==> config.mk <==
export PLATFORM = sky130hd
export DESIGN_NAME = pov_frame_sequencer
export DESIGN_NICKNAME = d
export VERILOG_FILES = /design/src/rtl/pov_pkg.sv /design/src/rtl/pov_addr_gen.sv /design/src/rtl/pov_frame_sequencer.sv
export SDC_FILE = /design/constraint.sdc
export NUM_CORES = 1
export LEC_CHECK = 0
export BUFFER_PORTS_ARGS = -buffer_cell sky130_fd_sc_hd__buf_2
export CAP_MARGIN = 25
export CORE_ASPECT_RATIO = 0.8
export CORE_MARGIN = 2
export CORE_UTILIZATION = 43
export CTS_CLUSTER_DIAMETER = 100
export CTS_CLUSTER_SIZE = 10
export DETAILED_ROUTE_END_ITERATION = 16
export GPL_TIMING_DRIVEN = 0
export MAX_ROUTING_LAYER = met4
export PLACE_DENSITY = 0.76
export SLEW_MARGIN = 40
export SYNTH_ARGS = -nofsm -noshare
export SYNTH_HDL_FRONTEND = slang
export SYNTH_SLANG_ARGS = --single-unit
==> constraint.sdc <==
create_clock -name clk -period 2.6 [get_ports clk]
set_input_delay 0.26 -clock clk [delete_from_list [all_inputs] [get_ports clk]]
set_output_delay 0.26 -clock clk [all_outputs]
set_load 0.01 [all_outputs]
==> src/rtl/pov_pkg.sv <==
// Shared types and helpers for the POV frame sequencer.
// Holds the mode-switch FSM state encoding, the blank pixel value and the
// width helpers that size the ROM address and index buses.
package pov_pkg;

  // Mode-switch FSM: RUN shows the active mode, PEND waits for the next
  // revolution boundary, BLANK shows one black revolution after the swap.
  typedef enum logic [1:0] {
    RUN   = 2'd0,
    PEND  = 2'd1,
    BLANK = 2'd2
  } pov_state_t;

  // Black pixel; sliced down to the pixel width at the point of use.
  localparam logic [63:0] PIX_BLACK = '0;

  // ceil(log2(value)), never below 1 so that every bus keeps at least one bit.
  function automatic int clog2_min1(input longint value);
    return (value > 1) ? $clog2(value) : 1;
  endfunction

  // Width of an address spanning every mode, frame, LED and column.
  function automatic int addr_width(input int modes, input int frames,
                                    input int leds, input int width);
    return clog2_min1(longint'(modes) * longint'(frames) *
                      longint'(leds) * longint'(width));
  endfunction

endpackage

==> src/rtl/pov_addr_gen.sv <==
// Stage 1 of the pixel fetch: column wrap, texture ROM address arithmetic
// and the registered ROM read request.
// Out-of-range LED indices still travel down the pipe (issued) but never
// raise rom_rd, so the output stage emits a black pixel for them.
module pov_addr_gen
  import pov_pkg::*;
#(
  parameter int LED_COUNT  = 52,
  parameter int TEX_WIDTH  = 256,
  parameter int THETA_BITS = 6,
  parameter int FRAMES     = 8,
  parameter int IW         = 6,
  parameter int MW         = 2,
  parameter int FW         = 3,
  parameter int CW         = 8,
  parameter int AW         = 19
) (
  input  logic                  clk,
  input  logic                  rst_n,
  input  logic                  req,
  input  logic [THETA_BITS-1:0] theta,
  input  logic [IW-1:0]         px_idx,
  input  logic [CW-1:0]         phase_offset,
  input  logic [MW-1:0]         mode,
  input  logic [FW-1:0]         frame,
  output logic [AW-1:0]         rom_addr,
  output logic                  rom_rd,
  output logic                  issued
);

  logic [CW-1:0] col;
  logic          in_range;
  logic [AW-1:0] addr_d;

  // Column = theta scaled to TEX_WIDTH columns plus the phase offset; the
  // cast back to CW bits is the wrap modulo TEX_WIDTH (a power of two).
  always_comb begin
    col      = CW'(({theta, {CW{1'b0}}} >> THETA_BITS) +
                   (THETA_BITS + CW)'(phase_offset));
    in_range = ({1'b0, px_idx} < (IW + 1)'(LED_COUNT));
    addr_d   = AW'(((AW'(mode) * AW'(FRAMES) + AW'(frame)) * AW'(LED_COUNT) +
                    AW'(px_idx)) * AW'(TEX_WIDTH) + AW'(col));
  end

  // Stage-1 register: address and read strobe toward the ROM.
  always_ff @(posedge clk or negedge rst_n) begin
    if (!rst_n) begin
      rom_addr <= '0;
      rom_rd   <= 1'b0;
      issued   <= 1'b0;
    end else begin
      issued <= req;
      rom_rd <= req && in_range;
      if (req) begin
        rom_addr <= addr_d;
      end
    end
  end

endmodule

==> src/rtl/pov_frame_sequencer.sv <==
// POV frame sequencer: turns angle + LED requests into texture ROM reads
// and returns pixels two cycles later with a valid strobe.
// Owns the mode-switch FSM (RUN/PEND/BLANK), the animation frame counter
// and the output stage.
// Optional build macro POV_STALL_BLANK_EN: blanks pixels when no rev_pulse
// has arrived for STALL_CYCLES clocks (rotor stopped).
//
// Handshake: px_req is a one-cycle request, accepted every cycle with no
// backpressure; each accepted request yields exactly one pixel_valid pulse
// two cycles later, in request order, with pixel_out valid in that cycle.
module pov_frame_sequencer
  import pov_pkg::*;
#(
  parameter int  LED_COUNT    = 52,
  parameter int  TEX_WIDTH    = 256,
  parameter int  THETA_BITS   = 6,
  parameter int  NUM_MODES    = 4,
  parameter int  FRAMES       = 8,
  parameter int  FRAME_DIV    = 4,
  parameter int  PIX_W        = 24,
  parameter int  STALL_CYCLES = 50_000_000,
  localparam int IW = clog2_min1(LED_COUNT),
  localparam int MW = clog2_min1(NUM_MODES),
  localparam int FW = clog2_min1(FRAMES),
  localparam int CW = clog2_min1(TEX_WIDTH),
  localparam int AW = addr_width(NUM_MODES, FRAMES, LED_COUNT, TEX_WIDTH)
) (
  input  logic                  clk,
  input  logic                  rst_n,
  input  logic                  rev_pulse,
  input  logic [THETA_BITS-1:0] theta,
  input  logic                  px_req,
  input  logic [IW-1:0]         px_idx,
  input  logic                  mode_load,
  input  logic [MW-1:0]         mode_sel,
  input  logic [CW-1:0]         phase_offset,
  input  logic                  anim_en,
  output logic [AW-1:0]         rom_addr,
  output logic                  rom_rd,
  input  logic [PIX_W-1:0]      rom_data,
  output logic [PIX_W-1:0]      pixel_out,
  output logic                  pixel_valid,
  output logic [MW-1:0]         mode_active,
  output logic [FW-1:0]         frame_idx,
  output logic                  switching
);

  localparam int RW = clog2_min1(FRAME_DIV);

  pov_state_t    state;
  logic [MW-1:0] pend_mode;
  logic [RW-1:0] rev_cnt;
  logic          issued;
  logic          pass;
  logic          stalled;

  pov_addr_gen #(
    .LED_COUNT  (LED_COUNT),
    .TEX_WIDTH  (TEX_WIDTH),
    .THETA_BITS (THETA_BITS),
    .FRAMES     (FRAMES),
    .IW         (IW),
    .MW         (MW),
    .FW         (FW),
    .CW         (CW),
    .AW         (AW)
  ) u_addr_gen (
    .clk          (clk),
    .rst_n        (rst_n),
    .req          (px_req),
    .theta        (theta),
    .px_idx       (px_idx),
    .phase_offset (phase_offset),
    .mode         (mode_active),
    .frame        (frame_idx),
    .rom_addr     (rom_addr),
    .rom_rd       (rom_rd),
    .issued       (issued)
  );

`ifdef POV_STALL_BLANK_EN
  localparam int SW = clog2_min1(longint'(STALL_CYCLES) + 1);
  logic [SW-1:0] stall_cnt;

  // Revolution watchdog: saturating cycle count since the last rev_pulse.
  always_ff @(posedge clk or negedge rst_n) begin
    if (!rst_n) begin
      stall_cnt <= '0;
      stalled   <= 1'b0;
    end else if (rev_pulse) begin
      stall_cnt <= '0;
      stalled   <= 1'b0;
    end else if (stall_cnt == SW'(STALL_CYCLES)) begin
      stalled <= 1'b1;
    end else begin
      stall_cnt <= stall_cnt + 1'b1;
    end
  end
`else
  assign stalled = 1'b0;
`endif

  // Mode-switch FSM plus animation frame counter; all outputs registered.
  always_ff @(posedge clk or negedge rst_n) begin
    if (!rst_n) begin
      state       <= RUN;
      pend_mode   <= '0;
      rev_cnt     <= '0;
      mode_active <= '0;
      frame_idx   <= '0;
      switching   <= 1'b0;
    end else begin
      case (state)
        RUN: begin
          // A switch request wins over animation; a coincident rev_pulse is
          // not used as the switch boundary.
          if (mode_load && (mode_sel != mode_active)) begin
            state     <= PEND;
            pend_mode <= mode_sel;
            switching <= 1'b1;
          end else if (rev_pulse && anim_en) begin
            if (rev_cnt == RW'(FRAME_DIV - 1)) begin
              rev_cnt   <= '0;
              frame_idx <= (frame_idx == FW'(FRAMES - 1)) ? '0 : frame_idx + 1'b1;
            end else begin
              rev_cnt <= rev_cnt + 1'b1;
            end
          end
        end
        PEND: begin
          if (mode_load) begin
            pend_mode <= mode_sel;
          end
          if (rev_pulse) begin
            mode_active <= mode_load ? mode_sel : pend_mode;
            frame_idx   <= '0;
            rev_cnt     <= '0;
            state       <= BLANK;
          end
        end
        BLANK: begin
          if (rev_pulse) begin
            state     <= RUN;
            switching <= 1'b0;
          end
        end
        default: begin
          state     <= RUN;
          switching <= 1'b0;
        end
      endcase
    end
  end

  // Output stage: valid follows every issued request; the ROM data is only
  // passed through for real reads outside BLANK and outside a stall.
  always_ff @(posedge clk or negedge rst_n) begin
    if (!rst_n) begin
      pixel_valid <= 1'b0;
      pass        <= 1'b0;
    end else begin
      pixel_valid <= issued;
      pass        <= rom_rd && (state != BLANK) && !stalled;
    end
  end

  assign pixel_out = pass ? rom_data : PIX_BLACK[PIX_W-1:0];

endmodule

Yosys cells after proc, flatten, opt, wreduce, memory -nomap -nowiden --
Cells that the tools add are included. Widths: inputs -> output; s select.
Storage, ports and cells: output and inout port bits 51, word-level logic and storage cells 65, bits in registers 35
Operators by class: $mul 1, reduce and logical (&&, ||, !) cells 12, bitwise logic cells 1, mux-type cells 21, eq/ne operators 12, $add $sub $neg 6, order comparisons 1
Operators with widths (count):
- $mux 24 | 1
- $add 19x8->19 | 1
- $mul 19x4->9 const B | 1
- $mux 2 | 8
- $mux 3 | 5
- $ne 2x2->1 const B | 7
- $add 11x6->11 | 1
- $add 8x8->8 | 1
- $pmux 2 s2 | 2
- $add 5x3->6 | 1
- $lt 6x6->1 const B | 1
- $pmux 2 s3 | 1
- $pmux 3 s2 | 1
- $reduce_and 3->1 | 2
- $reduce_and 5->1 | 1
- $eq 2x2->1 const B | 2
- $logic_and 1x1->1 | 4
- $reduce_and 2->1 | 2
- $reduce_and 4->1 | 1
- $add 3x1->3 const B | 1
- $eq 3x3->1 const B | 1
- $pmux 1 s3 | 1
- $add 2x1->2 const B | 1
- $eq 2x1->1 const B | 1
- 5 further kinds | 6

Longest topological paths before layout --
Gate-level depths: netlist of run 1.
depth in word-level cells 6, mapped depth 10, mapped depth without buffers 10

By module --
A second synthesis of run 1 with hierarchy kept.
Second synthesis, totals: cells, all modules 239, area, all modules 2448.6 um^2
Modules (own cells, without submodules):
- pov_addr_gen | instances 1, cells an instance 148, area an instance 1554.0 um^2
- pov_frame_sequencer | instances 1, cells an instance 91, area an instance 894.6 um^2

Worst setup path after synthesis of run 1 --
OpenSTA, ideal clock, no wires.
kind register to register, from register frame_idx[2], to register u_addr_gen.rom_addr[18], stages on the path, launching flop included 11, required time 2531 ps, setup time 69 ps, arrival time 2566 ps, slack -35 ps, cells stage by stage dfrtp_1 ha_1 inv_1 fa_1 inv_1 ha_1 a211oi_1 o21bai_1 and3_1 a32o_1 nand3_1
Between the ends: cells in the longest elaborated chain, start to end 4
Ends and longest elaborated chain:
- from (decl) | RTL line pov_frame_sequencer.sv:44 | output logic [FW-1:0] frame_idx,
- from (signal assigned) | RTL line pov_frame_sequencer.sv:124 | frame_idx <= (frame_idx == FW'(FRAMES - 1)) ? '0 : frame_idx + 1'b1;
- $add 5x3->6 | RTL line pov_addr_gen.sv:41 | addr_d = AW'(((AW'(mode) * AW'(FRAMES) + AW'(frame)) * AW'(LED_COUNT) +
- $mul 19x4->9 | RTL line pov_addr_gen.sv:41
- $add 11x6->11 | RTL line pov_addr_gen.sv:41
- $add 19x8->19 | RTL line pov_addr_gen.sv:42 | AW'(px_idx)) * AW'(TEX_WIDTH) + AW'(col));
- to (signal assigned) | RTL line pov_addr_gen.sv:55 | rom_addr <= addr_d;
- to (decl) | RTL line pov_addr_gen.sv:26 | output logic [AW-1:0] rom_addr,
Every way passes these cells. A chain may end at the register's enable or synchronous reset.

Worst setup path in the final report of run 1 --
from register frame_idx[1], to register u_addr_gen.rom_addr[18]
The elaborated chain is that of the path after synthesis.

==> qor.yml, run 1 <==
outcome: "finished clean"
grt_pass1_wl_mm: 8.63
crit_chain: "ha_4 > inv_2 > fa_2 > inv_2 > ha_4 > a211oi_4 > o21a_1 > or3_1 > a32o_1 > nand3_1"
drtAntennaViolNets: 0
grt_max_degree: 36
worstMarginPinSlew_ns: 0.648
cts-htree-levels: 2
dp_hpwl_mm: 4.29
routabilityCongestion: 0.906
ys_seq_elements: 35
synthFlopType: "dfrtp_1"
num_vias: 2103
cts.clk_slew.worst_paths_ns: 0.08
async_flop_share: 1.00
cts-root-buf: "clkbuf_8"
min-delay-path-class: "in -> reg"
synth-simple-area-share: 0.171
setup_viol: 0
die_area_mm2: 0.00615
track_usage: 0.186
path_max_fanout: 4
power.total_uw: 4190
syn_area_per_cell_um2: 9.87
synth_fp_nets: 322
slew_headroom: 0.563
holdPathEnd: "u_addr_gen.issued$_DFF_PN0_"
r2r_cells: 10
synth_top_family_by_area: "simple AND/OR/NAND/NOR gates"
critical_path_class: "reg -> reg"
min_from: "px_req"
wire_per_inst_um: 13.1
min_path_cells: 1
period_minus_slack_ns: 2.57
r2r_start: "frame_idx[1]$_DFFE_PN0P_"
holdWs_ns: 0.104
initial_core_util: 0.440
grt_setup_unrepaired: "yes"
ctsLongestPathBuffers: 2
ys_seq_area_frac: 0.368
max_freq_ghz: 0.389
rr_endpoint: "u_addr_gen.rom_addr[18]$_DFFE_PN0P_"
dr.pass1.iters: 4
cpPeakStageDelay_ns: 0.55
routed_wl_mm: 5.51
clock_latency_ns: 0.30
area_growth_pct: 37.4
numCtsBuffers: 5
vias_per_cell: 4.98
synth_compound_area_frac: 0.108
diodes: 0
die_height_um: 70.5
syn_area_mm2: 0.00238
required_ns: 2.83
cp_slowest_cell: "fa_2"
regToRegSetupSlack_ns: 0.03
leakagePower_uw: 0.00168
arrival_ns: 2.81
numClockSinks: 35
die_width_um: 87.2
first_iter_violations: 47
core_mm2: 0.00541
synthCells: 241
nNetsFinal: 437
antenna_found_initial: 0
ir_drop_mv: 0.745
worst_setup_path_end_kind: "register"
ys_types: 41
synth_mux_area_frac: 0.0920
grt_pass1_vias: 1945
startpoint_type: "register"
grt_overflow_total: 0
fin_crit_sh: 0.990
fillCellCount: 458
cap_violations: 0
critPathBufInv: 2
cellPowerDensity_mw_per_mm2: 1280
rows: 24
cpLargestDelayFamily: "adder cells"
drc: 0
slew_violations: 0
skew_ns: 0.00486
ys_warn_count: 0
cts_tree: "built"
port_buffers: 102
drive_gt1_frac: 0.429
synth_edf_count: 0
ios: 103
final_hold_viol_count: 0
synth_xor_area_frac: 0.0515
synth_adder_area_share: 0.165
final_core_utilization: 0.605
## placed cells by master, fill, tap and decap left out, types with 2 or more instances in the layout
cell type    n
a21o_1       3
a21oi_1     11
a31oi_1      2
and2_1      25
buf_2      102
buf_4        6
bufinv_16    2
clkbuf_1     4
clkbuf_8     5
dfrtp_1     32
dfrtp_2      3
fa_1         2
fa_2         2
ha_1        19
ha_4         5
inv_1       21
inv_2        2
mux2_2      15
mux2i_1      5
nand2_1     14
nand2b_1     4
nand3_1      4
nor2_1      14
nor2b_1      3
nor3_1       2
o211ai_1     3
o21ai_0      4
o21ai_1      2
o21bai_1     3
o311ai_0     2
xnor2_1      6
xor2_1       7
## layer usage
metal  GRT usage  wire (um)
met1       0.214       2290
met2       0.318       2770
met3      0.0385        391
met4      0.0718         57
met5           -          0
## cell usage after synthesis (3+ instances only)
cell      instances  area, um^2
a21o_1            3        22.5
xnor2_1           7        61.3
nand3_1           4        20.0
mux2_2           15         169
o21bai_1          3        22.5
fa_1              4        80.1
ha_1             25         313
nor2_1           14        52.6
mux2i_1           5        50.1
dfrtp_1          35         876
nor2b_1           4        25.0
o21ai_0           5        25.0
xor2_1            7        61.3
o211ai_1          3        22.5
and2_1           25         156
nand2_1          14        52.6
a21oi_1          12        60.1
inv_1            23        86.3
nand2b_1          5        31.3
clkbuf_1          4        15.0
## power by group
| part | internal [uW] | leakage (uW) | switching [uW] | total, uW |
|---|---|---|---|---|
| combinational | 1330 | 0.00121 | 1350 | 2670 |
| clock | 382 | 0.0000644 | 217 | 599 |
| sequential | 747 | 0.000413 | 175 | 922 |
## worst max-delay path by stage
stage | slack [ns] | from | cells after the start | end
6_report | 0.03 | frame_idx[1]$_DFFE_PN0P_ | 10 | u_addr_gen.rom_addr[18]$_DFFE_PN0P_
5_1_grt | -0.08 | frame_idx[1]$_DFFE_PN0P_ | 11 | u_addr_gen.rom_addr[18]$_DFFE_PN0P_
4_1_cts | -0.04 | frame_idx[1]$_DFFE_PN0P_ | 10 | u_addr_gen.rom_addr[17]$_DFFE_PN0P_
3_5_place_dp | -0.19 | frame_idx[1]$_DFFE_PN0P_ | 9 | u_addr_gen.rom_addr[18]$_DFFE_PN0P_
3_3_place_gp | -0.14 | frame_idx[2]$_DFFE_PN0P_ | 9 | u_addr_gen.rom_addr[18]$_DFFE_PN0P_
2_1_floorplan | 0.008 | frame_idx[1]$_DFFE_PN0P_ | 9 | u_addr_gen.rom_addr[18]$_DFFE_PN0P_
## logic make-up (layout without fill, tap and decap cells)
family / Yosys count / in the layout
fa+ha+maj: 29 / 29
buf+inv: 28 / 144
flops: 35 / 35
compound gates: 39 / 39
simple gates: 76 / 76
xor+xnor: 14 / 14
mux: 20 / 20
## cell type report
cell class | count | area, um^2 | area share
Multi-Input combinational cell | 178 | 1510 | 0.461
Clock inverter | 3 | 67.6 | 0.0207
Buffer | 5 | 20.0 | 0.00612
Clock buffer | 5 | 68.8 | 0.0210
Timing Repair Buffer | 108 | 561 | 0.171
Inverter | 23 | 86.3 | 0.0264
Tap cell | 65 | 81.3 | 0.0249
Sequential cell | 35 | 880 | 0.269
## state kept, by name, indices dropped and copies added (netlist names)
name                 count
switching                1
pass                     1
pixel_valid              1
pend_mode                2
u_addr_gen.issued        1
mode_active              2
state                    2
frame_idx                3
u_addr_gen.rom_addr     19
u_addr_gen.rom_rd        1
rev_cnt                  2
## metrics by stage
stage               std cells  area (um^2)  setup slack, ns  setup TNS, ns
floorplan                 241         2390          0.00848              0
global placement          408         2980           -0.139         -0.275
detailed placement        408         2980           -0.186         -0.415
CTS                       421         3200          -0.0424        -0.0799
global route              422         3270          -0.0823         -0.134
finish                    422         3270           0.0267              0
## repair_timing
item | 4_1_cts | 5_1_grt
gates cloned | 0 | 0
resized for setup | 10 | 9
hold buffers | 0 | 1
setup endpoints to repair | 4 | 4
pin swaps | 10 | 5
hold endpoints to repair | 0 | 35
setup buffers | 5 | 0
Note: power is estimated with default switching activity, not from simulation.
==> run 2, diff against run 1 <==
- CORE_UTILIZATION: 43 -> 30
- PLACE_DENSITY: 0.76 -> default
==> run 2 against run 1 <==
Compared with the run above: cell count is 11% higher; count of clock-buffer cells in the layout up 1; die area is 41% higher; critical path type unchanged.
==> qor.yml, run 2 (same netlist as run 1, synthesis figures left out) <==
wire_per_inst_um: 11.7  # -10%
grt_max_degree: 19  # -47%
drive_gt1_frac: 0.435  # +0.00597
area_growth_pct: 40.6
r2r_cells: 9  # -1
cp-endpoint: "u_addr_gen.rom_addr[18]$_DFFE_PN0P_"
grt_setup_unrepaired: "yes"
grt_overflow_total: 0  # unchanged
vias_per_cell: 4.48  # -10%
required_ns: 2.83  # about the same
cap_violations: 0  # unchanged
numClockSinks: 35  # unchanged
final_common_cell: "buf_2"
rr_endpoint: "u_addr_gen.rom_addr[18]$_DFFE_PN0P_"
period_minus_slack_ns: 2.58  # +0.0101 ns
cellPowerDensity_mw_per_mm2: 1240  # -3.6%
ctsLongestPathBuffers: 2  # unchanged
dp_slack_ns: -0.181  # +0.00514 ns
regToRegSetupSlack_ns: 0.02  # about the same
final_hold_viol_count: 0  # unchanged
leakagePower_uw: 0.00170  # +0.81%
first_iter_violations: 60  # +28%
slew_violations: 0  # unchanged
nNetsFinal: 439  # +0.46%
finalNonFillerCells: 467  # +11%
port_buffers: 102  # unchanged
cts.clk_slew.worst_paths_ns: 0.08  # about the same
routed_wl_mm: 5.48  # -0.47%
initial_core_util: 0.305  # -0.135
core_mm2: 0.00780  # +44%
power.total_uw: 4140  # -1.4%
cts-htree-levels: 2  # unchanged
drtAntennaViolNets: 0  # unchanged
cts_tree: "built"
drc: 0  # unchanged
track_usage: 0.138  # -0.0482
skew_ns: 0.0106  # +0.00576 ns
ios: 103  # unchanged
arrival_ns: 2.82  # about the same
die_area_mm2: 0.00867  # +41%
max_freq_ghz: 0.387  # -0.39%
final_cell_mix: "103 x buf_2, 31 x dfrtp_1, 25 x and2_1"
slew_headroom: 0.644  # +0.0816
crit_start: "frame_idx[2]$_DFFE_PN0P_"
grt_pass1_vias: 2016  # +3.7%
fin_ws_ns: 0.0166  # -0.0101 ns
ir_drop_mv: 0.582  # -22%
min_path_cells: 1  # unchanged
dr.pass1.iters: 4  # unchanged
top_regs: "u_addr_gen.rom_addr: 19 flops, frame_idx: 3 flops"
critical_path_class: "reg -> reg"
die_width_um: 104  # +19%
die_height_um: 83.7  # +19%
routabilityCongestion: 0.781  # -14%
min-delay-path-class: "in -> reg"
path_max_fanout: 5  # +1
diodes: 0  # unchanged
place_area_mm2: 0.00306  # +2.7%
fin_crit_sh: 0.994  # +0.00389
r2r_start: "frame_idx[2]$_DFFE_PN0P_"
tns_ns: 0  # unchanged
startpoint_type: "register"
worstMarginPinSlew_ns: 0.527  # -0.121 ns
clock_latency_ns: 0.30  # about the same
top_register: "u_addr_gen.rom_addr"
num_vias: 2090  # -0.62%
placed_cells: 452  # +11%
dp_hpwl_mm: 4.48  # +4.5%
largest_reg_flops: 19  # unchanged
numCtsBuffers: 5  # unchanged
setup_viol: 0  # unchanged
worst_setup_path_end_kind: "register"
final_area_mm2: 0.00335  # +2.3%
outcome: "finished clean"
antenna_found_initial: 0  # unchanged
fillCellCount: 769  # +68%
rows: 29  # +21%
grt_pass1_wl_mm: 9.47  # +9.7%
cts-root-buf: "clkbuf_8"
[run 2: cell count changes in the layout (fill, tap and decap cells not counted), sizes merged]
cell / change
clkinvlp: -1
buf: +2
inv: +1
clkbuf: +1
bufinv: -1
[run 2: worst max-delay path: stages (launching register included)]
cell and delay, ns:
dfrtp_2 0.43, buf_4 0.16, ha_1 0.28, ha_1 0.30, ha_1 0.44, o21ai_1 0.13, o21a_1 0.21, or3_1 0.31
a32o_1 0.21, nand3_1 0.07
[run 2: power by group]
part / internal [uW] / switching [uW]
Clock: 316 / 218
Sequential: 748 / 172
Combinational: 1340 / 1340
Total: 2400 / 1730
[run 2: worst min path at each step]
stage	slack [ns]	start	to
4_1_cts	0.09	px_req	u_addr_gen.issued$_DFF_PN0_
3_3_place_gp	0.34	u_addr_gen.issued$_DFF_PN0_	pixel_valid$_DFF_PN0_
6_report	0.09	px_req	u_addr_gen.issued$_DFF_PN0_
2_1_floorplan	-0.04	rst_n	frame_idx[0]$_DFFE_PN0P_
5_1_grt	0.09	px_req	u_addr_gen.issued$_DFF_PN0_
3_5_place_dp	0.24	rst_n	pixel_valid$_DFF_PN0_
[run 2: per-stage QoR]
step | utilization | hold WS [ns]
floorplan | - | -0.0356
global placement | 0.389 | 0.342
detailed placement | 0.392 | 0.236
CTS | 0.422 | 0.0870
global route | 0.429 | 0.0852
finish | 0.429 | 0.0938
[run 2: layer usage]
layer	vias up	GRT usage	part of all wire
li1	1057	-	-
met1	968	0.167	0.45
met2	60	0.226	0.48
met3	5	0.0414	0.061
met4	0	0.0369	0.011
met5	-	-	0
[run 2: area by class of cell]
cell class,count,area (um^2),area share
Multi-Input combinational cell,178,1510,0.451
Sequential cell,35,881,0.263
Timing Repair Buffer,110,593,0.177
Tap cell,108,135,0.0404
Inverter,23,86.3,0.0258
Clock buffer,6,82.6,0.0247
Clock inverter,2,38.8,0.0116
Buffer,5,20.0,0.00598
[run 2: what timing repair did]
item | CTS | global route
endpoints found under the hold margin | 17 | 0
setup buffers | 6 | 0
pin swaps | 8 | 8
gates resized for setup | 11 | 8
hold buffers | 1 | 0
endpoints found under the setup margin | 4 | 4
